## src/rtl/axi_crossbar_wdata_route.sv

```systemverilog
// AXI4 crossbar W-channel steering: queues write commands and forwards one W burst per command
// to the selected master, or drops it on decode error. Optional macro: AXI_WDATA_REG_EN (master-side skid register).
module axi_crossbar_wdata_route #(
  parameter int M_COUNT     = 4,
  parameter int DATA_WIDTH  = 32,
  parameter int STRB_WIDTH  = DATA_WIDTH / 8,
  parameter int WUSER_WIDTH = 1,
  parameter int CMD_DEPTH   = 4,
  localparam int SEL_W      = (M_COUNT > 1) ? $clog2(M_COUNT) : 1
) (
  input  logic                   clk,
  input  logic                   rst,
  input  logic [SEL_W-1:0]       s_wc_select,
  input  logic                   s_wc_decerr,
  input  logic                   s_wc_valid,
  output logic                   s_wc_ready,
  input  logic [DATA_WIDTH-1:0]  s_axi_wdata,
  input  logic [STRB_WIDTH-1:0]  s_axi_wstrb,
  input  logic                   s_axi_wlast,
  input  logic [WUSER_WIDTH-1:0] s_axi_wuser,
  input  logic                   s_axi_wvalid,
  output logic                   s_axi_wready,
  output logic [DATA_WIDTH-1:0]  m_axi_wdata,
  output logic [STRB_WIDTH-1:0]  m_axi_wstrb,
  output logic                   m_axi_wlast,
  output logic [WUSER_WIDTH-1:0] m_axi_wuser,
  output logic [M_COUNT-1:0]     m_axi_wvalid,
  input  logic [M_COUNT-1:0]     m_axi_wready,
  output logic                   m_wdone_valid,
  output logic                   m_wdone_decerr
);

  localparam int PTR_W = $clog2(CMD_DEPTH);

  typedef enum logic [1:0] {
    ST_IDLE,
    ST_ROUTE,
    ST_DISCARD
  } state_t;

  state_t           r_state;
  logic [SEL_W-1:0] r_sel;
  logic             r_wdone_valid;
  logic             r_wdone_decerr;

  logic [SEL_W:0]   r_cmd_mem [CMD_DEPTH];
  logic [PTR_W:0]   r_wr_ptr;
  logic [PTR_W:0]   r_rd_ptr;
  logic             r_wc_ready;

  logic             w_push;
  logic             w_pop;
  logic             w_empty;
  logic             w_full_nxt;
  logic             w_drain_ok;
  logic             w_s_hs;
  logic             w_out_last_hs;
  logic [PTR_W:0]   w_wr_ptr_nxt;
  logic [PTR_W:0]   w_rd_ptr_nxt;
  logic [SEL_W:0]   w_head;

  // Command FIFO: extra pointer MSB distinguishes full from empty
  assign w_empty      = (r_wr_ptr == r_rd_ptr);
  assign w_push       = s_wc_valid && r_wc_ready;
  assign w_pop        = (r_state == ST_IDLE) && !w_empty && w_drain_ok;
  assign w_wr_ptr_nxt = r_wr_ptr + (PTR_W + 1)'(w_push);
  assign w_rd_ptr_nxt = r_rd_ptr + (PTR_W + 1)'(w_pop);
  assign w_full_nxt   = (w_wr_ptr_nxt[PTR_W] != w_rd_ptr_nxt[PTR_W]) &&
                        (w_wr_ptr_nxt[PTR_W-1:0] == w_rd_ptr_nxt[PTR_W-1:0]);
  assign w_head       = r_cmd_mem[r_rd_ptr[PTR_W-1:0]];
  assign s_wc_ready   = r_wc_ready;

  always_ff @(posedge clk) begin
    if (w_push) begin
      r_cmd_mem[r_wr_ptr[PTR_W-1:0]] <= {s_wc_decerr, s_wc_select};
    end
  end

  always_ff @(posedge clk) begin
    if (rst) begin
      r_wr_ptr   <= '0;
      r_rd_ptr   <= '0;
      r_wc_ready <= 1'b0;
    end else begin
      r_wr_ptr   <= w_wr_ptr_nxt;
      r_rd_ptr   <= w_rd_ptr_nxt;
      r_wc_ready <= !w_full_nxt;
    end
  end

  assign w_s_hs = s_axi_wvalid && s_axi_wready;

  always_ff @(posedge clk) begin
    if (rst) begin
      r_state        <= ST_IDLE;
      r_sel          <= '0;
      r_wdone_valid  <= 1'b0;
      r_wdone_decerr <= 1'b0;
    end else begin
      r_wdone_valid  <= 1'b0;
      r_wdone_decerr <= 1'b0;
      case (r_state)
        ST_IDLE: begin
          if (w_pop) begin
            r_sel   <= w_head[SEL_W-1:0];
            r_state <= w_head[SEL_W] ? ST_DISCARD : ST_ROUTE;
          end
        end
        ST_ROUTE: begin
          if (w_s_hs && s_axi_wlast) begin
            r_state <= ST_IDLE;
`ifndef AXI_WDATA_REG_EN
            r_wdone_valid <= 1'b1;
`endif
          end
        end
        ST_DISCARD: begin
          if (s_axi_wvalid && s_axi_wlast) begin
            r_state        <= ST_IDLE;
            r_wdone_valid  <= 1'b1;
            r_wdone_decerr <= 1'b1;
          end
        end
        default: r_state <= ST_IDLE;
      endcase
      // With the output register, completion is signalled when the last beat leaves it
      if (w_out_last_hs) begin
        r_wdone_valid <= 1'b1;
      end
    end
  end

  assign m_wdone_valid  = r_wdone_valid;
  assign m_wdone_decerr = r_wdone_decerr;

`ifndef AXI_WDATA_REG_EN

  assign w_drain_ok    = 1'b1;
  assign w_out_last_hs = 1'b0;
  assign m_axi_wdata   = s_axi_wdata;
  assign m_axi_wstrb   = s_axi_wstrb;
  assign m_axi_wlast   = s_axi_wlast;
  assign m_axi_wuser   = s_axi_wuser;

  always_comb begin
    m_axi_wvalid = '0;
    s_axi_wready = 1'b0;
    case (r_state)
      ST_ROUTE: begin
        m_axi_wvalid[r_sel] = s_axi_wvalid;
        s_axi_wready        = m_axi_wready[r_sel];
      end
      ST_DISCARD: s_axi_wready = 1'b1;
      default: ;
    endcase
  end

`else

  localparam int BEAT_W = WUSER_WIDTH + 1 + STRB_WIDTH + DATA_WIDTH;

  logic              r_out_valid;
  logic              r_tmp_valid;
  logic              r_s_ready;
  logic [BEAT_W-1:0] r_out_beat;
  logic [BEAT_W-1:0] r_tmp_beat;
  logic [BEAT_W-1:0] w_in_beat;
  logic              w_m_ready;
  logic              w_in_valid;
  logic              w_s_ready_early;

  assign w_in_beat       = {s_axi_wuser, s_axi_wlast, s_axi_wstrb, s_axi_wdata};
  assign w_m_ready       = m_axi_wready[r_sel];
  assign w_in_valid      = (r_state == ST_ROUTE) && s_axi_wvalid && r_s_ready;
  // Ready stays high unless the skid slot would be needed and is already occupied
  assign w_s_ready_early = w_m_ready || (!r_tmp_valid && (!r_out_valid || !w_in_valid));
  assign w_out_last_hs   = r_out_valid && w_m_ready && r_out_beat[DATA_WIDTH+STRB_WIDTH];
  // r_sel must not change while a beat for the previous master is still held
  assign w_drain_ok      = !r_out_valid && !r_tmp_valid;

  always_ff @(posedge clk) begin
    if (rst) begin
      r_out_valid <= 1'b0;
      r_tmp_valid <= 1'b0;
      r_s_ready   <= 1'b0;
    end else begin
      r_s_ready <= w_s_ready_early;
      if (r_s_ready) begin
        if (w_m_ready || !r_out_valid) begin
          r_out_valid <= w_in_valid;
        end else if (w_in_valid) begin
          r_tmp_valid <= 1'b1;
        end
      end else if (w_m_ready) begin
        r_out_valid <= r_tmp_valid;
        r_tmp_valid <= 1'b0;
      end
    end
  end

  always_ff @(posedge clk) begin
    if (r_s_ready) begin
      if (w_m_ready || !r_out_valid) begin
        r_out_beat <= w_in_beat;
      end else begin
        r_tmp_beat <= w_in_beat;
      end
    end else if (w_m_ready) begin
      r_out_beat <= r_tmp_beat;
    end
  end

  assign m_axi_wdata = r_out_beat[DATA_WIDTH-1:0];
  assign m_axi_wstrb = r_out_beat[DATA_WIDTH +: STRB_WIDTH];
  assign m_axi_wlast = r_out_beat[DATA_WIDTH+STRB_WIDTH];
  assign m_axi_wuser = r_out_beat[BEAT_W-1 -: WUSER_WIDTH];

  always_comb begin
    m_axi_wvalid        = '0;
    m_axi_wvalid[r_sel] = r_out_valid;
    s_axi_wready        = 1'b0;
    case (r_state)
      ST_ROUTE:   s_axi_wready = r_s_ready;
      ST_DISCARD: s_axi_wready = 1'b1;
      default: ;
    endcase
  end

`endif

endmodule

```

## config.mk

```make
export PLATFORM = sky130hd
export DESIGN_NAME = axi_crossbar_wdata_route
export DESIGN_NICKNAME = d
export VERILOG_FILES = /design/src/rtl/axi_crossbar_wdata_route.sv
export SDC_FILE = /design/constraint.sdc
export NUM_CORES = 1
export LEC_CHECK = 0
export BUFFER_PORTS_ARGS = -buffer_cell sky130_fd_sc_hd__buf_2
export CORE_MARGIN = 1.5
export CORE_UTILIZATION = 40
export DETAILED_ROUTE_END_ITERATION = 8
export HOLD_SLACK_MARGIN = 0.05
export PLACE_DENSITY = 0.77
export SLEW_MARGIN = 10
export SYNTH_ARGS = -nofsm -noshare
export SYNTH_HDL_FRONTEND = slang
export SYNTH_SLANG_ARGS = --single-unit
```

## constraint.sdc

```tcl
create_clock -name clk -period 2.2 [get_ports clk]
set_input_delay 0 -clock clk [delete_from_list [all_inputs] [get_ports clk]]
set_output_delay 0 -clock clk [all_outputs]
set_load 0.1 [all_outputs]
```

* Yosys cells after proc, flatten, opt, wreduce, memory -nomap -nowiden
Memories as Yosys holds them, arrays and structs flattened. A register that Yosys moved wholly into a read port is not among the register bits.
Index checks and enable logic that the tools add are counted.
** Cells by class
- $add $sub $neg :: 2
- Reduce and logical (&&, ||, !) cells :: 13
- Muxes and demuxes :: 17
- Bitwise gates (word level) :: 2
- Equal/unequal tests :: 8
- Magnitude comparators :: 2
** Operator list (count)
- 2-to-1 mux 2 bit :: 5
- logical AND 1 bit :: 7
- adder 3 x 1 -> 3 bit :: 2
- 2-to-1 mux 1 bit :: 6
- inequality test 2 bit, second input constant :: 3
- one-hot mux 2 bit (3 select lines) :: 1
- AND 4 bit :: 1
- 2-to-1 mux 4 bit :: 1
- one-hot mux 1 bit (2 select lines) :: 2
- == test 3 bit :: 1
- < comparator 2 x 3 -> 1 bit, second input constant :: 1
- AND reduction 3 bit :: 1
- binary-select mux 1 bit (select 2 bit) :: 1
- demux 1 bit (select 2 bit) :: 1
- == test 2 x 1 -> 1 bit, second input constant :: 1
- == test 2 bit :: 1
- == test 2 bit, second input constant :: 1
- greater-or-equal comparator 2 x 1 -> 1 bit, second input constant :: 1
- zero test 1 bit :: 2
- zero test 2 bit :: 1
- AND reduction 2 bit :: 1
- OR reduction 2 bit :: 1
- inequality test 1 bit :: 1
- inverter 1 bit :: 1
** Storage, ports and cells
- Memory bits (writable) :: 12
- Memories :: 1
- Output and inout port bits :: 46
- Bits of input ports :: 49
- Bits in registers :: 13
** Memory list
- r_cmd_mem :: words 4, bits a word 3, rd ports 1, clocked after memory_dff 1, write ports 1, RTL line 46 : logic [SEL_W:0] r_cmd_mem [CMD_DEPTH];

* Depth between registers and ports, before layout
Gate-level depths: netlist of the first run.
- Depth after elaboration :: 7
- Depth in mapped cells :: 10

* Least setup slack after synthesis of the first run
OpenSTA, ideal clock, no wires.
- Path kind :: register to output
- From :: register r_state[1]
- To :: output m_axi_wvalid[0]
- Buffers on the path :: 0
- Stages on the path, launching flop included :: 5
- Data arrival time :: 2.675 ns
- Setup slack :: -0.475 ns
- Cell sequence :: dfxtp_1 -> inv_1 -> ha_1 -> nand2_1 -> nor3_1
** On the way
- Longest elaborated chain between the ends :: 2
** Ends and longest elaborated chain
- from (decl) :: RTL line 41 : state_t r_state;
- from (signal assigned) :: RTL line 106 : r_state <= w_head[SEL_W] ? ST_DISCARD : ST_ROUTE;
- == test 2 x 1 -> 1 bit :: RTL line 148 : case (r_state)
- 2-to-1 mux 4 bit :: RTL line 148
- to (decl) :: RTL line 27 : output logic [M_COUNT-1:0] m_axi_wvalid,
Every way passes these cells.

* Final worst setup path of the first run
- From :: register r_sel[0]
- To :: output s_axi_wready
** On the way
- Longest elaborated chain between the ends :: 3
** Ends and longest elaborated chain
- from (decl) :: RTL line 42 : logic [SEL_W-1:0] r_sel;
- from (signal assigned) :: RTL line 105 : r_sel <= w_head[SEL_W-1:0];
- binary-select mux 1 bit (select 2 bit) :: RTL line 151 : s_axi_wready = m_axi_wready[r_sel];
- 2-to-1 mux 1 bit (not written as such) :: RTL line 151
- one-hot mux 1 bit (2 select lines) :: RTL line 148
- to (decl) :: RTL line 22 : output logic s_axi_wready,
Every way passes these cells. The select of a mux whose other input is x is not followed.

==> run_results.csv, run 1 <==
group,metric,value,unit
clocking,clk_latency,0.33,ns
layout,diodes,0,
sta,layout_setup_ws,0.352,ns
hold_path,min-delay-start,"s_wc_valid",
outcome,outcome,"complete, no violations",
yosys,avgSynthCellArea,11.1,sq um
sta,worstMarginPinSlew,1.02,ns
sta,setup_viol,0,
yosys,yosys.area.top_type,"edfxtp_1",
floorplan,initial_core_util,0.423,
sta,max_slew_margin,0.318,
yosys,ys_seq_area_frac,0.436,
route,ant_nets,0,
critical_path,r2r_start,"r_rd_ptr[0]",
critical_path,reg2reg_depth,8,
layout,seq_area,621,sq um
yosys,synthFlopType,"dfxtp_1",
global_route,antenna_found_initial,0,
critical_path,arrival,1.85,ns
layout,final_net_count,215,
route,wirelength,3260,um
sta,report.final.slew_viol_count,0,
placed_design,io_buffer_count,20,
yosys,synth.area.top_cells,"edfxtp_1 25%, buf_4 20%, dfxtp_1 18%",
clocking,postCtsSetupBuffers,0,
power,p_sw_frac,0.477,
floorplan,core,3360,sq um
hold_path,whs_path_depth,3,
placed_design,place_congestion,0.778,
clocking,cts.sinks,25,
yosys,synth.most_common_cell,"buf_4",
layout,syn2layout_area_growth,24.6,%
layout,drive_above_1_share,0.203,
power,powerDensity,991,nW/um^2
sta,clock_skew,0.00348,ns
layout,multi_input_area,497,sq um
route,vias,1001,
yosys,syn_nets,184,
power,p_leak,0.716,nW
sta,timing.final.crit_period,1.85,ns
layout,fillers,311,
power,pwr-share-comb,0.531,
power,p_clk_frac,0.128,
clocking,ctsResizeCount,0,
critical_path,path_class,"reg2out",
global_route,track_usage,0.164,
sta,clock.fmax,541,MHz
floorplan,die_w,62.6,um
clocking,clkTransAtPathRegs,0.15,ns
clocking,h-tree-depth,1,
floorplan,rows,21,
route,via_per_inst,4.91,
hold_path,hold_end,"r_cmd_mem[2][2]",
sta,hold_viol,0,
flow_run,drv_cap,0,
power,p_switching,0.838,mW
critical_path,crit_path_end_kind,"output pin",
critical_path,critPathMaxFanout,5,
placed_design,dpl.hpwl,2470,um
clocking,clockBufferDepth,2,
global_route,grt-ovfl-total,0,
global_route,grt_first_pass_wirelength,4950,um
yosys,ys_types,27,
power,max-vdd-ir-drop,0.000460,V
sta,fin_crit_sh,0.840,
route,wl_per_cell,16.0,um
critical_path,rr_endpoint,"s_wc_ready",
critical_path,startpoint_type,"flop",
placed_design,dp_slack,0.324,ns
clocking,cts_tree,"yes",
critical_path,crit_required,2.20,ns
yosys,synth_edf_count,12,
hold_path,hp-class,"in2reg",
yosys,synth-seq-cells,25,
power,seq_power_share,0.342,
yosys,netlist.area_leader.share,0.253,
global_route,grt_max_degree,17,
power,finalPower,1.76,mW
power,p_int,0.918,mW
floorplan,dieArea,3920,sq um
critical_path,r2r_setup_slack,0.35,ns
clocking,numCtsBuffers,3,
yosys,synthArstFlopShare,0,
route,drcViolationCount,0,
yosys,postSynthCellCount,128,
yosys,yosysWarnings,0,
floorplan,fp.dieH,62.6,um
yosys,syn-cell-area,1420,sq um
sta,rsz0062_at_grt,"false",
sta,finalSetupTns,0,ns
route,drt_iter0_drc,22,
clocking,root_buffer,"clkbuf_4",
floorplan,io_pins,95,
yosys,synthTopCellsByCount,"38 x buf_4, 13 x dfxtp_1, 12 x edfxtp_1",
global_route,grt_pass1_vias,1010,
route,drtPass1Iterations,6,
-- placed cells by master (no fill, tap or decap), types with 2 or more instances in the layout --
master         count
a311o_1            2
dlygate4sd3_1     44
nor2b_1            4
nor3b_1            4
clkbuf_4           3
mux2i_1            2
ha_1               7
dfxtp_1           13
inv_1              5
mux4_2             4
nand2_1            3
xor2_1             2
xnor2_1            6
nor3_1             4
nor2_1             7
nand3_1            3
edfxtp_1          12
buf_2             20
-- layout make-up --
type,instances,area share
Inverter,5,0.0106
Sequential cell,25,0.350
Clock buffer,3,0.0127
Tap cell,46,0.0325
Clock inverter,1,0.00494
Timing Repair Buffer,65,0.309
Multi-Input combinational cell,59,0.280
-- registers in the layout, indices dropped and copies added, names as in the netlist --
| register | flops |
|---|---|
| r_cmd_mem | 12 |
| r_rd_ptr | 3 |
| r_wr_ptr | 3 |
| r_sel | 2 |
| r_state | 2 |
| m_wdone_decerr | 1 |
| m_wdone_valid | 1 |
| s_wc_ready | 1 |
-- layer usage --
metal  vias to the layer above  GRT usage  part of all wire  wire length (um)
met2                        63      0.364              0.60              1950
met1                       470      0.139              0.32              1050
met4                         0     0.0167            0.0064                21
li1                        466          -                 -                 -
met3                         2     0.0523             0.074               241
met5                         -          0                 0                 0
-- metrics by stage --
stage | hold WS (ns) | utilization | std cells | cell area (sq um)
2_1_floorplan | 0.0716 | - | 128 | 1430
3_3_place_gp | 0.000681 | 0.387 | 156 | 1300
3_5_place_dp | 0.000681 | 0.387 | 156 | 1300
4_1_cts | 0.144 | 0.527 | 204 | 1770
5_1_grt | 0.154 | 0.527 | 204 | 1770
6_report | 0.150 | 0.527 | 204 | 1770
-- critical path, cell delays in order (launching register included) --
cell	delay, ns
dfxtp_1	0.44
mux4_2	0.54
a21oi_1	0.19
nor2b_2	0.06
buf_2	0.29
-- power by group through the flow --
stage | Combinational [mW] | Sequential (mW) | Clock (mW)
after detailed placement | 0.596 | 0.611 | 0
after floorplan | 0.779 | 0.616 | 0
after global routing | 0.994 | 0.612 | 0.250
after global placement | 0.578 | 0.605 | 0
after CTS | 0.934 | 0.600 | 0.228
final | 0.932 | 0.600 | 0.224
-- logic make-up (layout without fill, tap and decap cells) --
logic type / count (synthesis) / in the layout / share of synthesized area
buffers and inverters: 44 / 74 / 0.216
adder cells (fa/ha/maj): 7 / 7 / 0.0616
AND/OR/NAND/NOR: 30 / 30 / 0.116
AO/OA/AOI/OAI: 8 / 8 / 0.0431
flip-flops: 25 / 25 / 0.436
XOR/XNOR: 8 / 8 / 0.0493
multiplexers: 6 / 6 / 0.0774
-- how the worst max path moves through the flow --
stage,from,to,slack [ns],cells past startpoint
6_report,r_sel[0],s_axi_wready,0.35,4
5_1_grt,r_state[1],s_wc_ready,0.11,10
4_1_cts,r_rd_ptr[0],s_wc_ready,0.31,8
3_5_place_dp,r_rd_ptr[0],s_wc_ready,0.32,8
3_3_place_gp,r_rd_ptr[0],s_wc_ready,0.42,8
2_1_floorplan,r_state[1],m_axi_wvalid[0],-0.48,4
-- repair_timing --
action / in CTS / in global routing
setup endpoints to repair: 0 / 0
hold buffers: 44 / 0
hold endpoints to repair: 60 / 0
(Power assumes the default switching activity.)
==> run 2, diff against run 1 <==
Clock period 2.2 ns to 1.7 ns, I/O delays scaled along.
==> run_results.csv, run 2 (synthesis gave the netlist of run 1 again) <==
group,metric,value,unit
critical_path,cp_num_cells,4,
critical_path,cp_top_family,"multiplexers",
clocking,root_buffer,"clkbuf_4",
clocking,clockBufferDepth,2,
floorplan,rows,21,
power,powerDensity,1340,nW/um^2
sta,report.final.slew_viol_count,0,
route,ant_nets,0,
sta,rsz0062_at_grt,"true",
sta,clock_skew,0.00437,ns
global_route,antenna_found_initial,0,
placed_design,dpl.hpwl,2110,um
sta,max_slew_margin,0.325,
placed_design,place_congestion,0.722,
critical_path,arrival,1.99,ns
power,finalPower,2.77,mW
clocking,h-tree-depth,1,
critical_path,cpPeakStageDelay,0.53,ns
critical_path,crit_required,1.94,ns
sta,layout_setup_ws,-0.0428,ns
critical_path,startpoint_type,"flop",
sta,clock.fmax,574,MHz
global_route,grt_first_pass_wirelength,5290,um
critical_path,critPathMaxFanout,3,
route,drt_iter0_drc,15,
power,max-vdd-ir-drop,0.000768,V
sta,finalSetupTns,-0.0686,ns
layout,utilization,0.615,
floorplan,die_w,62.6,um
clocking,clk_latency,0.33,ns
placed_design,dp_cells,168,
global_route,grt_pass1_vias,1129,
global_route,grt_max_degree,17,
critical_path,worstPathCellList,"mux4_2, or3b_4, a311o_1, o41ai_2",
layout,final_net_count,228,
layout,syn2layout_area_growth,45.4,%
critical_path,path_class,"reg2reg",
clocking,cts_tree,"yes",
floorplan,initial_core_util,0.423,
layout,stdcell_count,217,
critical_path,crit_path_end_kind,"flop",
route,vias,1041,
route,drtPass1Iterations,4,
power,p_leak,0.807,nW
global_route,track_usage,0.172,
layout,final_common_cell,"dlygate4sd3_1",
sta,setup_viol,2,
hold_path,hp-class,"in2reg",
layout,final_cell_mix,"43 x dlygate4sd3_1, 15 x buf_2, 15 x buf_4",
global_route,grt-ovfl-total,0,
floorplan,dieArea,3920,sq um
sta,fin_crit_sh,1.03,
floorplan,io_pins,95,
route,wl_per_cell,16.0,um
sta,timing.final.crit_period,1.74,ns
clocking,cts.sinks,25,
outcome,violations,"setup timing",
clocking,numCtsBuffers,3,
sta,worstMarginPinSlew,1.01,ns
floorplan,fp.dieH,62.6,um
layout,largest_reg_flops,12,
flow_run,drv_cap,0,
placed_design,dp_slack,-0.0822,ns
sta,hold_viol,0,
floorplan,core,3360,sq um
critical_path,reg2reg_depth,4,
route,via_per_inst,4.80,
layout,diodes,0,
outcome,outcome,"complete, but fails checks",
layout,drive_above_1_share,0.421,
route,drcViolationCount,0,
route,wirelength,3470,um
hold_path,whs_path_depth,3,
clocking,clkTransAtPathRegs,0.15,ns
critical_path,critPathBufInv,0,
critical_path,cp_slowest_cell,"mux4_2",
placed_design,io_buffer_count,20,
## run 2: cell count changes in the layout (fill, tap and decap cells not counted), moves of 3 or more
cell,before,now
buf_2,20,15
buf_4,1,15
buf_6,0,5
dfxtp_1,13,4
dfxtp_2,0,7
ha_1,7,3
ha_4,0,3
inv_1,5,2
inv_2,0,3
xnor2_1,6,1
xnor2_4,0,3
## run 2: worst min-delay path, delay by kind of cell
| kind | cells | cell delay, ns |
|---|---|---|
| buffers and inverters | 1 | 0.09 |
| and+or+nand+nor | 2 | 0.22 |
## run 2: cell type report
cell class                      count  area (sq um)
Multi-Input combinational cell     59           649
Clock buffer                        3          22.5
Sequential cell                    25           637
Timing Repair Buffer               78           674
Clock inverter                      1          8.76
Fill cell                         284          1290
Inverter                            5          18.8
Tap cell                           46          57.6
## run 2: timing repair
| item | 4_1_cts | 5_1_grt |
|---|---|---|
| setup buffers | 2 | 0 |
| endpoints found under the hold margin | 60 | 0 |
| setup endpoints to repair | 8 | 8 |
| hold buffers | 43 | 0 |
| pin swaps | 4 | 7 |
| gates resized for setup | 16 | 18 |
## run 2: power breakdown
part | internal [mW] | switching [mW]
clock network | 0.0961 | 0.198
logic | 0.689 | 1.02
registers | 0.713 | 0.0525
## run 2: final timing paths
check	startpoint	endpoint	slack [ns]
worst min-delay path	s_wc_valid	r_cmd_mem[1][2]	0.15
worst max-delay path	r_sel[0]	r_state[0]	-0.04
worst max register to register	r_sel[0]	r_state[0]	-0.04
worst min register to register	r_wr_ptr[2]	r_wr_ptr[2]	0.64
## run 2: routing by layer
layer,part of all wire,global-route usage,vias to the layer above
met5,0,0,-
li1,-,-,491
met1,0.33,0.158,482
met4,0.021,0.0528,0
met2,0.59,0.356,60
met3,0.065,0.0486,8
## run 2: through the flow
stage / instance area [sq um] / hold WS [ns]
after floorplan: 1490 / 0.0716
after global placement: 1460 / 0.000681
after detailed placement: 1460 / 0.000681
after CTS: 1980 / 0.150
after global routing: 2070 / 0.162
final: 2070 / 0.145
